[config.mk]
export PLATFORM = sky130hd
export DESIGN_NAME = bus_key_sequencer
export DESIGN_NICKNAME = d
export VERILOG_FILES = /design/src/rtl/bus_key_sequencer.sv
export SDC_FILE = /design/constraint.sdc
export NUM_CORES = 1
export LEC_CHECK = 0
export BUFFER_PORTS_ARGS = -buffer_cell sky130_fd_sc_hd__buf_2
export CAP_MARGIN = 10
export CORE_MARGIN = 4
export CORE_UTILIZATION = 55
export DETAILED_ROUTE_END_ITERATION = 16
export HOLD_SLACK_MARGIN = 0.08
export PLACE_DENSITY = 0.88
export RECOVER_POWER = 100
export SLEW_MARGIN = 20
export SYNTH_ARGS = -nofsm -noshare
export SYNTH_HDL_FRONTEND = slang
export SYNTH_SLANG_ARGS = --single-unit
[constraint.sdc]
create_clock -name clk -period 2.6 [get_ports clk]
set_input_delay 0.52 -clock clk [delete_from_list [all_inputs] [get_ports clk]]
set_output_delay 0.52 -clock clk [all_outputs]
set_load 0.05 [all_outputs]
[src/rtl/bus_key_sequencer.sv]
// Bus-access key sequencer: a run of qualified bus accesses whose address codes match KEY
// unlocks the block; repeated mismatches lock it out until reset.
module bus_key_sequencer #(
    parameter int unsigned                KEY_LEN     = 8,
    parameter int unsigned                CODE_W      = 4,
    parameter logic [KEY_LEN*CODE_W-1:0]  KEY         = 32'h5A3C_9612,
    parameter int unsigned                MAX_FAIL    = 3,
    parameter int unsigned                TIMEOUT     = 16,
    parameter logic [CODE_W-1:0]          RELOCK_CODE = '1,
    localparam int unsigned               SW          = $clog2(KEY_LEN + 1)
) (
    input  logic              clk,
    input  logic              rst_n,
    input  logic              sser,
    input  logic              ba13,
    input  logic              ba12,
    input  logic [CODE_W-1:0] ba_code,
    input  logic              br_w,
    output logic              unlocked,
    output logic              lockout,
    output logic [SW-1:0]     step,
    output logic [3:0]        fail_cnt
);

    localparam int unsigned IW       = (TIMEOUT > 1) ? $clog2(TIMEOUT + 1) : 1;
    localparam logic [SW-1:0] LastStep = SW'(KEY_LEN - 1);

    typedef enum logic [1:0] {StIdle, StMatch, StUnlocked, StLockout} state_e;

    state_e              state_q;
    logic [SW-1:0]       step_q;
    logic [3:0]          fail_q;
    logic                unlocked_q;
    logic                lockout_q;
    logic                qual_q;
    logic [IW-1:0]       idle_q;

    logic                qual;
    logic                access;
    logic [CODE_W-1:0]   key_elem;
    logic                code_hit;
    logic                first_hit;
    logic [3:0]          fail_inc;
    logic [IW-1:0]       idle_inc;

    always_comb begin
        qual      = ~sser & ~ba13 & ba12 & br_w;
        access    = qual & ~qual_q;
        key_elem  = KEY[CODE_W*int'(step_q) +: CODE_W];
        code_hit  = (ba_code == key_elem);
        first_hit = (ba_code == KEY[CODE_W-1:0]);
        fail_inc  = (fail_q == 4'd15) ? 4'd15 : fail_q + 4'd1;
        idle_inc  = idle_q + IW'(1);
    end

    always_ff @(posedge clk or negedge rst_n) begin
        if (!rst_n) begin
            state_q    <= StIdle;
            step_q     <= '0;
            fail_q     <= '0;
            unlocked_q <= 1'b0;
            lockout_q  <= 1'b0;
            qual_q     <= 1'b0;
            idle_q     <= '0;
        end else begin
            qual_q <= qual;
            unique case (state_q)
                StIdle, StMatch: begin
                    if (access) begin
                        idle_q <= '0;
                        if (code_hit) begin
                            if (step_q == LastStep) begin
                                state_q    <= StUnlocked;
                                unlocked_q <= 1'b1;
                                step_q     <= '0;
                                fail_q     <= '0;
                            end else begin
                                state_q <= StMatch;
                                step_q  <= step_q + SW'(1);
                            end
                        end else begin
                            fail_q <= fail_inc;
                            // Lockout wins over restarting on element 0.
                            if (fail_inc == 4'(MAX_FAIL)) begin
                                state_q   <= StLockout;
                                lockout_q <= 1'b1;
                                step_q    <= '0;
                            end else if (first_hit) begin
                                state_q <= StMatch;
                                step_q  <= SW'(1);
                            end else begin
                                state_q <= StIdle;
                                step_q  <= '0;
                            end
                        end
                    end else if (state_q == StMatch && TIMEOUT != 0) begin
                        if (idle_inc == IW'(TIMEOUT)) begin
                            state_q <= StIdle;
                            step_q  <= '0;
                            idle_q  <= '0;
                        end else begin
                            idle_q <= idle_inc;
                        end
                    end
                end
                StUnlocked: begin
                    if (access && ba_code == RELOCK_CODE) begin
                        state_q    <= StIdle;
                        unlocked_q <= 1'b0;
                        step_q     <= '0;
                        idle_q     <= '0;
                    end
                end
                StLockout: begin
                    // Sticky until reset.
                end
                default: begin
                    state_q <= StIdle;
                end
            endcase
        end
    end

    assign unlocked = unlocked_q;
    assign lockout  = lockout_q;
    assign step     = step_q;
    assign fail_cnt = fail_q;

endmodule

==> summary.md <==
| Metric | Value |
|---|---|
| Max cap viols | `0` |
| Wire length of the first global-routing pass | `4726 um` |
| Synth Instances | `135` |
| Clock power frac | `0.149` |
| Clk buf depth | `2` |
| Largest net degree at the start of global routing | `19` |
| Yosys cell types | `44` |
| Sw frac | `0.4735` |
| Clk sinks | `18` |
| Fmax | `434.9 MHz` |
| Vias in the first global route | `1,051` |
| Syn Std Cell Area | `roughly 0.0013 sq mm` |
| Yosys top cell area share | `0.3568` |
| Setup crit start kind | `flop` |
| Worst hold slack | `roughly 0.34 ns` |
| RSZ-0062 raised after global routing | `no` |
| Antenna violations before repair | `0` |
| Yosys top cell by area | `dfrtp_1` |
| Worst-path clk slew | `0.11 ns` |
| Nets | `roughly 170` |
| Core ar. | `between 0.002 and 0.0025 sq mm` |
| Peak VDD IR | `approximately 0.81 mV` |
| WS Path Type | `reg -> reg` |
| Die W | `55.91 um` |
| Post-CTS Hold Buffers | `0` |
| Ant. Diodes | `0` |
| Syn nets | `150` |
| Pint | `0.6344 mW` |
| Placer Congestion | `0.8647` |
| Tcrit/Tclk final | `0.8844` |
| Actual slew at the worst max-slew pin | `0.9951 ns` |
| H-tree depth | `1` |
| Hpwl dp | `2046 um` |
| Root Driver | `clkbuf_4` |
| CTS tree | `yes` |
| Initial core utilization | `0.5762` |
| Ratio of cells with drive above 1 in the final layout | `0.1355` |
| Minimum clock period | `2.299 ns` |
| Synth Warn # | `0` |
| Vias | `1,101` |
| Top cells by count, synth | `dfrtp_1, nand2_1, nor2_1` |
| Final Hold Viols | `0` |
| Detailed Route WL | `2726 um` |
| Gr usage total | `0.1863` |
| Ys async rst share | `1.000` |
| Port buffer count | `19` |
| Number of synthesized flops with an enable pin | `0` |
| PD cells | `868.4 mW/mm^2` |
| CP required | `2.85 ns` |
| Worst-Skew Late Latency | `between 0.3 and 0.4 ns` |
| # IOs | `20` |
| Count leader, synth | `dfrtp_1` |
| Sw power | `about 0.57 mW` |
| Initial DRC count | `33` |
| Routed len/inst | `14.90 um` |
| Status | `completed` |
| Final Setup Violations | `0` |
| Initial DRT Pass Iterations | `4` |
| Combinational Power Share | `0.445` |
| Synth area leaders | `dfrtp_1, ha_1, nand2_1, nor2_1, a22o_1` |
| Worst slew margin | `0.3366` |
| Ys flop type | `dfrtp_1` |
| Seq pwr share | `0.406` |
| Seq/Total Area, Yosys | `0.3568` |
| Setup TNS | `0 ns` |
| Clock Skew | `0.007764 ns` |
| Chip Height | `between 50 and 60 um` |
| Flops & latches, synth | `18` |
| Die Area | `0.003126 sq mm` |
| Final Max Tran Viols | `0` |
| Min-Delay Path Class | `in -> async` |
| Drt drc | `0` |
| Synth Area per Inst | `just over 9 sq um` |
| Global route overflow | `0` |
| Routed Antenna Nets | `0` |
| Crit. End Element | `flop` |
| Crit-path max FO | `16` |
| Leakage power | `0.5878 nW` |
| Area Growth Syn to Fin | `9.911%` |
| Worst EP arrival | `between 2 and 3 ns` |
| Via-per-instance ratio | `~6.0` |
| FP Rows | `17` |
| Num CTS Buffers | `3` |
==> layout make-up <==
cell class                      count  area (sq um)
Fill cell                         186         803.3
Multi-Input combinational cell    107         745.7
Sequential cell                    18         451.7
Timing Repair Buffer               23         107.6
Clock buffer                        4         36.28
Tap cell                           28         35.03
Inverter                            3         11.26
==> power groups by stage <==
stage	combinational, mW	clock (mW)	sequential, mW
global route	0.584	0.193	0.506
floorplan	0.325	0	0.588
finish	0.536	0.180	0.489
CTS	0.561	0.183	0.485
global placement	0.546	0	0.481
detailed placement	0.559	0	0.490
==> worst max-delay path, stage by stage (launching register included) <==
cell and delay, ns:
dfrtp_2 0.44, inv_1 0.08, ha_1 0.33, a211o_2 0.35, xnor2_1 0.16, nor4_4 0.26, buf_4 0.25, nor2b_1 0.20
a32o_1 0.18
==> metrics by stage <==
stage	cell area [sq um]	total power [mW]	setup WS, ns	utilization	instances
global placement	1380	1.026	0.3569	0.6299	179
detailed placement	1380	1.049	0.2560	0.6299	179
global route	1388	1.284	0.07981	0.6334	183
CTS	1416	1.229	0.2315	0.6465	183
finish	1388	1.205	0.3007	0.6334	183
floorplan	1262	0.9130	0.004120	-	135
==> state kept, by name, indices dropped and copies added, names as in the netlist <==
| register | flops |
|---|---|
| state_q | 2 |
| idle_q | 5 |
| unlocked | 1 |
| qual_q | 1 |
| step | 4 |
| fail_cnt | 4 |
| lockout | 1 |
==> cell usage in the layout (no fill, tap or decap), types with 2 or more instances in the layout <==
cell type | netlist | layout
dfrtp_1 | 18 | 17
nand2_1 | 14 | 14
nor2_1 | 12 | 12
clkbuf_1 | 4 | 12
buf_2 | 1 | 8
o21ai_0 | 5 | 6
a22o_1 | 5 | 5
ha_1 | 5 | 5
nor3_1 | 4 | 4
nor2b_1 | 4 | 4
nand3_1 | 4 | 4
a32o_1 | 4 | 4
inv_1 | 3 | 3
a21oi_1 | 3 | 3
nor4_1 | 2 | 3
xor2_1 | 3 | 3
a21o_1 | 3 | 3
and2_1 | 3 | 3
mux2i_1 | 3 | 3
clkbuf_4 | 0 | 3
buf_4 | 0 | 3
nand4_1 | 2 | 2
o21a_1 | 2 | 2
nand2b_1 | 2 | 2
a211oi_1 | 2 | 2
xnor2_1 | 2 | 2
nor4b_1 | 2 | 2
a211o_1 | 2 | 2
and4b_1 | 2 | 2
==> kinds of logic after synthesis <==
group | after synthesis | synth area share
multiplexers | 3 | 0.02379
buffers and inverters | 10 | 0.04261
flip-flops | 18 | 0.3568
AND/OR/NAND/NOR | 59 | 0.2745
XOR/XNOR | 5 | 0.03469
AO/OA/AOI/OAI | 35 | 0.2180
adder cells (fa/ha/maj) | 5 | 0.04955
==> path summary, 6_finish.rpt <==
path	from	to	slack (ns)	cells after the start
worst max-delay path	step[0]$_DFFE_PN0P_	step[1]$_DFFE_PN0P_	0.30	8
worst min-delay path	rst_n	step[3]$_DFFE_PN0P_	0.34	1
worst max register to register	step[0]$_DFFE_PN0P_	step[1]$_DFFE_PN0P_	0.30	8
worst min register to register	lockout$_DFFE_PN0P_	lockout$_DFFE_PN0P_	0.47	1
max in group asynchronous	rst_n	step[0]$_DFFE_PN0P_	1.60	1
min in group clk	sser	qual_q$_DFF_PN0_	0.37	2
==> per-layer routing <==
| metal | global-route usage | vias to the layer above | wire, um |
|---|---|---|---|
| li1 | - | 542 | - |
| met1 | 0.2381 | 522 | 1253 |
| met2 | 0.3091 | 35 | 1291 |
| met3 | 0.03248 | 2 | 158 |
| met4 | 0.07797 | 0 | 23 |
| met5 | 0 | - | 0 |
==> timing repair <==
action	CTS	global route
buffers inserted	0	0
setup endpoints to repair	0	1
resized for setup	0	1
Note: power is estimated with default switching activity, not from simulation.
